==> config.mk <==
export PLATFORM = sky130hd
export DESIGN_NAME = load_store_unit
export DESIGN_NICKNAME = d
export VERILOG_FILES = /design/src/rtl/load_store_unit.sv
export SDC_FILE = /design/constraint.sdc
export NUM_CORES = 1
export LEC_CHECK = 0
export ABC_AREA = 0
export BUFFER_PORTS_ARGS = -buffer_cell sky130_fd_sc_hd__buf_4
export CAP_MARGIN = 40
export CORE_MARGIN = 3
export CORE_UTILIZATION = 50
export CTS_BUF_LIST = sky130_fd_sc_hd__clkbuf_8 sky130_fd_sc_hd__clkbuf_16
export CTS_CLUSTER_SIZE = 16
export DETAILED_ROUTE_END_ITERATION = 7
export MAX_ROUTING_LAYER = met4
export PLACE_DENSITY = 0.79
export SYNTH_ARGS = -nofsm -noshare
export SYNTH_HDL_FRONTEND = slang
export SYNTH_SLANG_ARGS = --single-unit
export TNS_END_PERCENT = 10
==> constraint.sdc <==
create_clock -name clk -period 4.65 [get_ports clk]
set_input_delay 0.465 -clock clk [delete_from_list [all_inputs] [get_ports clk]]
set_output_delay 0.465 -clock clk [all_outputs]
set_load 0.02 [all_outputs]
==> src/rtl/load_store_unit.sv <==
// load_store_unit -- MIPS memory stage in front of a word-addressed data memory.
// Turns byte/half/word loads and stores into aligned word accesses. Sub-word
// stores are done as read-modify-write. Misaligned requests are rejected
// without touching memory. The pipeline is stalled until the access completes.
// Optional performance counters are enabled with the macro LSU_PERF_CNT_EN.
module load_store_unit #(
   parameter int ADDR_W        = 32,
   parameter int WORD_ADDR_BIT = 8
) (
   input  logic              clk,
   input  logic              reset,
   input  logic              req_valid,
   input  logic              req_load,
   input  logic [1:0]        req_size,
   input  logic              req_signed,
   input  logic [ADDR_W-1:0] req_addr,
   input  logic [31:0]       req_wdata,
   output logic              stall,
   output logic              resp_valid,
   output logic [31:0]       resp_rdata,
   output logic              misalign,
   output logic              mem_rd,
   output logic              mem_wr,
   output logic [ADDR_W-1:0] mem_addr,
   output logic [31:0]       mem_wdata,
   input  logic [31:0]       mem_rdata
`ifdef LSU_PERF_CNT_EN
   ,
   output logic [15:0]       ld_cnt,
   output logic [15:0]       st_cnt,
   output logic [7:0]        misalign_cnt
`endif
);

   typedef enum logic [2:0] {
      S_IDLE,
      S_LD,
      S_ST,
      S_RMW_RD,
      S_RMW_WR,
      S_RESP
   } state_t;

   state_t            r_state;
   logic [ADDR_W-1:0] r_addr;
   logic [1:0]        r_size;
   logic              r_signed;
   logic              r_load;
   logic [31:0]       r_wdata;
   logic [31:0]       r_merge;
   logic [31:0]       r_rdata;
   logic              r_respValid;
   logic              r_misalign;

   logic              w_reqMisalign;
   logic [7:0]        w_ldByte;
   logic [15:0]       w_ldHalf;
   logic [31:0]       w_ldData;
   logic [31:0]       w_mergeData;
   logic              w_access;
   logic              w_memWr;
   logic [ADDR_W-1:0] w_wordAddr;

   // Alignment check on the live request; size 11 is never legal.
   always_comb begin
      w_reqMisalign = 1'b0;
      case (req_size)
         2'b00:   w_reqMisalign = 1'b0;
         2'b01:   w_reqMisalign = req_addr[0];
         2'b10:   w_reqMisalign = |req_addr[1:0];
         default: w_reqMisalign = 1'b1;
      endcase
   end

   // Pick the addressed lane(s) out of the memory word and extend to 32 bits.
   always_comb begin
      w_ldByte = mem_rdata[{r_addr[1:0], 3'b000} +: 8];
      w_ldHalf = r_addr[1] ? mem_rdata[31:16] : mem_rdata[15:0];
      case (r_size)
         2'b00:   w_ldData = r_signed ? {{24{w_ldByte[7]}}, w_ldByte} : {24'd0, w_ldByte};
         2'b01:   w_ldData = r_signed ? {{16{w_ldHalf[15]}}, w_ldHalf} : {16'd0, w_ldHalf};
         default: w_ldData = mem_rdata;
      endcase
   end

   // Overlay the store byte/half onto the word captured during the RMW read.
   always_comb begin
      w_mergeData = r_merge;
      if (r_size == 2'b00) begin
         w_mergeData[{r_addr[1:0], 3'b000} +: 8] = r_wdata[7:0];
      end else begin
         w_mergeData[{r_addr[1], 4'b0000} +: 16] = r_wdata[15:0];
      end
   end

   // Memory-facing controls; reset suppresses any access, even mid-RMW.
   always_comb begin
      w_access   = (r_state == S_LD) || (r_state == S_ST) ||
                   (r_state == S_RMW_RD) || (r_state == S_RMW_WR);
      w_memWr    = ~reset & ((r_state == S_ST) || (r_state == S_RMW_WR));
      w_wordAddr = {r_addr[ADDR_W-1:WORD_ADDR_BIT+2], r_addr[WORD_ADDR_BIT+1:2], 2'b00};
      mem_rd     = ~reset & ((r_state == S_LD) || (r_state == S_RMW_RD));
      mem_wr     = w_memWr;
      mem_addr   = w_access ? w_wordAddr : '0;
      if (!w_memWr) begin
         mem_wdata = 32'd0;
      end else if (r_state == S_ST) begin
         mem_wdata = r_wdata;
      end else begin
         mem_wdata = w_mergeData;
      end
   end

   // The pipeline is held while a request waits in IDLE or an access is in flight.
   always_comb begin
      if (r_state == S_IDLE) begin
         stall = req_valid;
      end else begin
         stall = (r_state != S_RESP);
      end
   end

   assign resp_valid = r_respValid;
   assign misalign   = r_misalign;
   assign resp_rdata = r_rdata;

   // Main sequencer: latches the request in IDLE and walks it through the access states.
   always_ff @(posedge clk) begin
      if (reset) begin
         r_state     <= S_IDLE;
         r_addr      <= '0;
         r_size      <= 2'b00;
         r_signed    <= 1'b0;
         r_load      <= 1'b0;
         r_wdata     <= 32'd0;
         r_merge     <= 32'd0;
         r_rdata     <= 32'd0;
         r_respValid <= 1'b0;
         r_misalign  <= 1'b0;
      end else begin
         r_respValid <= 1'b0;
         r_misalign  <= 1'b0;
         case (r_state)
            S_IDLE: begin
               if (req_valid) begin
                  r_addr   <= req_addr;
                  r_size   <= req_size;
                  r_signed <= req_signed;
                  r_load   <= req_load;
                  r_wdata  <= req_wdata;
                  if (w_reqMisalign) begin
                     r_state     <= S_RESP;
                     r_respValid <= 1'b1;
                     r_misalign  <= 1'b1;
                  end else if (req_load) begin
                     r_state <= S_LD;
                  end else if (req_size == 2'b10) begin
                     r_state <= S_ST;
                  end else begin
                     r_state <= S_RMW_RD;
                  end
               end
            end
            S_LD: begin
               r_rdata     <= w_ldData;
               r_respValid <= 1'b1;
               r_state     <= S_RESP;
            end
            S_ST: begin
               r_respValid <= 1'b1;
               r_state     <= S_RESP;
            end
            S_RMW_RD: begin
               r_merge <= mem_rdata;
               r_state <= S_RMW_WR;
            end
            S_RMW_WR: begin
               r_respValid <= 1'b1;
               r_state     <= S_RESP;
            end
            S_RESP: begin
               r_rdata <= 32'd0;
               r_state <= S_IDLE;
            end
            default: begin
               r_state <= S_IDLE;
            end
         endcase
      end
   end

`ifdef LSU_PERF_CNT_EN
   logic [15:0] r_ldCnt;
   logic [15:0] r_stCnt;
   logic [7:0]  r_misalignCnt;

   // Count completed accesses in their RESP cycle; a rejected access only bumps the misalign count.
   always_ff @(posedge clk) begin
      if (reset) begin
         r_ldCnt       <= 16'd0;
         r_stCnt       <= 16'd0;
         r_misalignCnt <= 8'd0;
      end else if (r_state == S_RESP) begin
         if (r_misalign) begin
            r_misalignCnt <= r_misalignCnt + 8'd1;
         end else if (r_load) begin
            r_ldCnt <= r_ldCnt + 16'd1;
         end else begin
            r_stCnt <= r_stCnt + 16'd1;
         end
      end
   end

   assign ld_cnt       = r_ldCnt;
   assign st_cnt       = r_stCnt;
   assign misalign_cnt = r_misalignCnt;
`endif

endmodule

==> metrics.md <==
| Metric | Value |
|---|---|
| Stages on worst setup path | 8 |
| Peak supply drop | roughly 0.24 mV |
| Critical Path End | mem_wdata[25] |
| DR iter-0 viols | about 570 |
| Period utilization | between 70% and 80% |
| FMAX | approximately 300 MHz |
| Vias/cell | between 5 and 6 |
| Largest net degree at the start of global routing | 56 |
| Global Route Usage Sum | roughly 30% |
| Maxcap violations | 0 |
| FF-to-FF setup slack | 1930 ps |
| GPL Wtd Cong | 0.910 |
| Vias in the first global route | 6286 |
| Worst hold path type | input port to flip-flop |
| Hold path start | req_load |
| Antenna viol nets, final | 0 |
| Worst setup startpoint | r_addr[0]$_SDFFE_PP0P_ |
| Status | complete, no violations |
| Clk root buf | clkbuf_16 |
| Clk Latency, worst-skew pair | 430 ps |
| Initial core utilization | a little over half |
| CORE AREA | approximately 0.012 mm^2 |
| DRC Markers | 0 |
| Pre-Repair DR Iteration Count | 7 |
| Initial antenna violation count | 0 |
| Detailed placer's ending HPWL | approximately 14 mm |
| Drt wl/cell | between 15 and 20 um |
| Arr. time, crit path | between 2000 and 3000 ps |
| Bufs on Longest Clock Path | 2 |
| Leakage | around 3.5 nW |
| Unique masters post-synth | 53 |
| Die H | ~120 um |
| Setup bufs post-CTS | 0 |
| Syn_area_per_cell | about 7.7 um^2 |
| Cell Pwr Density | slightly below 400 mW/mm^2 |
| Setup violators final | 0 |
| First-pass GRT wire length | 32.1 mm |
| RSZ-0062 raised after global routing | false |
| Yosys warns | 0 |
| CP Cell Sequence | inv_1, ha_1, nor4bb_1, buf_2, a221oi_1, a211o_1, a21oi_1, buf_4 |
| CP Class | flip-flop to output pin |
| Buf/Inv on CP | 3 |
| Crit end category | output pin |
| CTS Buf Count | 17 |
| Post-synthesis cell count | ~830 |
| Routed via count | approximately 6700 |
| Die Area | between 0.01 and 0.015 mm^2 |
| Sequential cell area fraction in the yosys report | a little over two fifths |
| Crit Path Max Fanout | 8 |
| Post-layout min period | about 3400 ps |
| Slew Viols, Final | 0 |
| Worst slack at placement | between 1500 and 2000 ps |
| # clock sinks | roughly 140 |
| Area delta synth->final | 32.9% |
| Data required, critical path | around 4200 ps |
| Fin Hold WS | approximately 210 ps |
| Hold_buf cts | 0 |
| IO Pins | 204 |
| Most common cell after layout, fill and taps aside | nand2_1 |
| Worst r2r src | r_state[2]$_SDFFE_PP0P_ |
| # rows | 40 |
| Worst r2r path cells | 6 |
| Final Util | between 60% and 70% |
| Final setup TNS | 0 ps |
| Worst-Margin Slew | 790 ps |
| H-tree levels | 4 |
| Remaining Overflow, GRT | 0 |
| PortBufs | roughly 200 |
| Worst path slowest cell | nor4bb_1 |
| Hold Vio Cnt, Final | 0 |
| Post-synth EDFFs | 0 |
| Diode count | 0 |
| Crit path max-delay family | buffers and inverters |
| Final nets | 1098 |
| CTS tree | yes |
| Final WS setup | around 1200 ps |
| Count of state elements after synthesis | around 140 |
| PostCTS Resize Cnt | 0 |
| Ys flop type | dfxtp_1 |
| Fraction of layout cells with a size suffix above 1 | between 20% and 30% |
| Most frequent cells in the layout | 229 x nand2_1, 210 x buf_4, 136 x dfxtp_1 |
| Clk slew on worst S/H paths | around 60 ps |
| Asr flop ratio synth | 0% |
| Worst path max stage delay | ~580 ps |
| Mapped Area | between 0.006 and 0.007 mm^2 |
| Relative slew slack | a little under half |
| Routed wire length | about 20 mm |
| Reg2reg end | r_wdata[27]$_SDFFE_PP0P_ |
| Startpoint types | flip-flop |
| Chip width | roughly 120 um |
| Final clock skew | between 6 and 7 ps |
==> per-stage QoR <==
| stage | std cells | total power (W) | instance area [um^2] |
|---|---|---|---|
| 4_1_cts | 1171 | 0.00331 | 8480 |
| 3_5_place_dp | 1139 | 0.00197 | 7890 |
| 3_3_place_gp | 1136 | 0.00195 | 7860 |
| 6_report | 1171 | 0.00330 | 8480 |
| 5_1_grt | 1171 | 0.00344 | 8480 |
| 2_1_floorplan | 833 | 0.00173 | 6390 |
==> sequential cells by signal (all words and copies together) (netlist names) <==
name	cells
r_state	3
r_wdata	32
r_merge	32
misalign	1
r_signed	1
resp_valid	1
resp_rdata	32
r_addr	32
r_size	2
==> power breakdown <==
| part | internal [W] | total (W) | switching [W] |
|---|---|---|---|
| Combinational | 0.000259 | 0.000645 | 0.000385 |
| Sequential | 0.00124 | 0.00130 | 0.0000639 |
| Clock | 0.000799 | 0.00135 | 0.000555 |
| Total | 0.00230 | 0.00330 | 0.00100 |
==> worst reg2reg max path, delay by kind of cell (launching register included) <==
family / cells / cell delay, ps
simple gates: 3 / 1360
buf+inv: 2 / 710
compound gates: 1 / 140
flops: 1 / 440
==> worst min path at each step <==
stage / to / slack, ps / cells past startpoint
detailed placement: r_addr[25]$_SDFFE_PP0P_ / 440 / 2
finish: r_state[1]$_SDFFE_PP0P_ / 210 / 2
floorplan: r_addr[10]$_SDFFE_PP0P_ / 430 / 2
global placement: r_addr[18]$_SDFFE_PP0P_ / 440 / 2
global route: r_state[1]$_SDFFE_PP0P_ / 210 / 2
CTS: r_state[1]$_SDFFE_PP0P_ / 200 / 2
==> area by class of cell <==
cell class / instances / area, um^2
Fill cell: 1042 / 3780
Multi-Input combinational cell: 605 / 3280
Sequential cell: 136 / 2720
Timing Repair Buffer: 213 / 1610
Clock buffer: 17 / 425
Tap cell: 168 / 210
Clock inverter: 15 / 168
Inverter: 17 / 63.8
==> synthesized netlist by cell type, drive strengths merged, types with 2 or more instances <==
master | n | area share, %
a22oi | 9 | 1.1
nand2b | 18 | 1.8
dfxtp | 136 | 43
a22o | 17 | 2.5
and3 | 30 | 2.9
mux2i | 10 | 1.6
a222oi | 7 | 1.1
a31oi | 8 | 0.78
nor3b | 4 | 0.63
nor2 | 25 | 1.5
clkbuf | 52 | 3.1
a211oi | 2 | 0.51
or4b | 2 | 0.37
a2bb2oi | 3 | 0.41
ha | 5 | 0.98
or3 | 3 | 0.29
nor2b | 2 | 0.20
a211o | 8 | 1.1
or3b | 2 | 0.27
a221oi | 23 | 3.2
nand3b | 2 | 0.24
nand2 | 229 | 13
buf | 23 | 2.2
nor3 | 2 | 0.16
inv | 17 | 1.0
a21oi | 133 | 10
o21ai | 44 | 3.5
==> layer usage <==
layer  track usage, %  up-vias  wire length (um)
li1                 -     3200                 -
met1             36.7     3088              8330
met2             44.6      326              9510
met3             7.74       48              1940
met4             12.0        0               604
met5                -        -                 0
==> cells by family after synthesis <==
logic type                 synth area share [%]
muxes                                      1.74
xor gates and xnor gates                  0.137
other                                    0.0588
AOI/OAI and AO/OA                          25.6
adders and majority gates                 0.980
DFF                                        42.7
and+or+nand+nor                            22.6
buffers and inverters                      6.23
No activity file was read; power rests on OpenSTA's default activity.
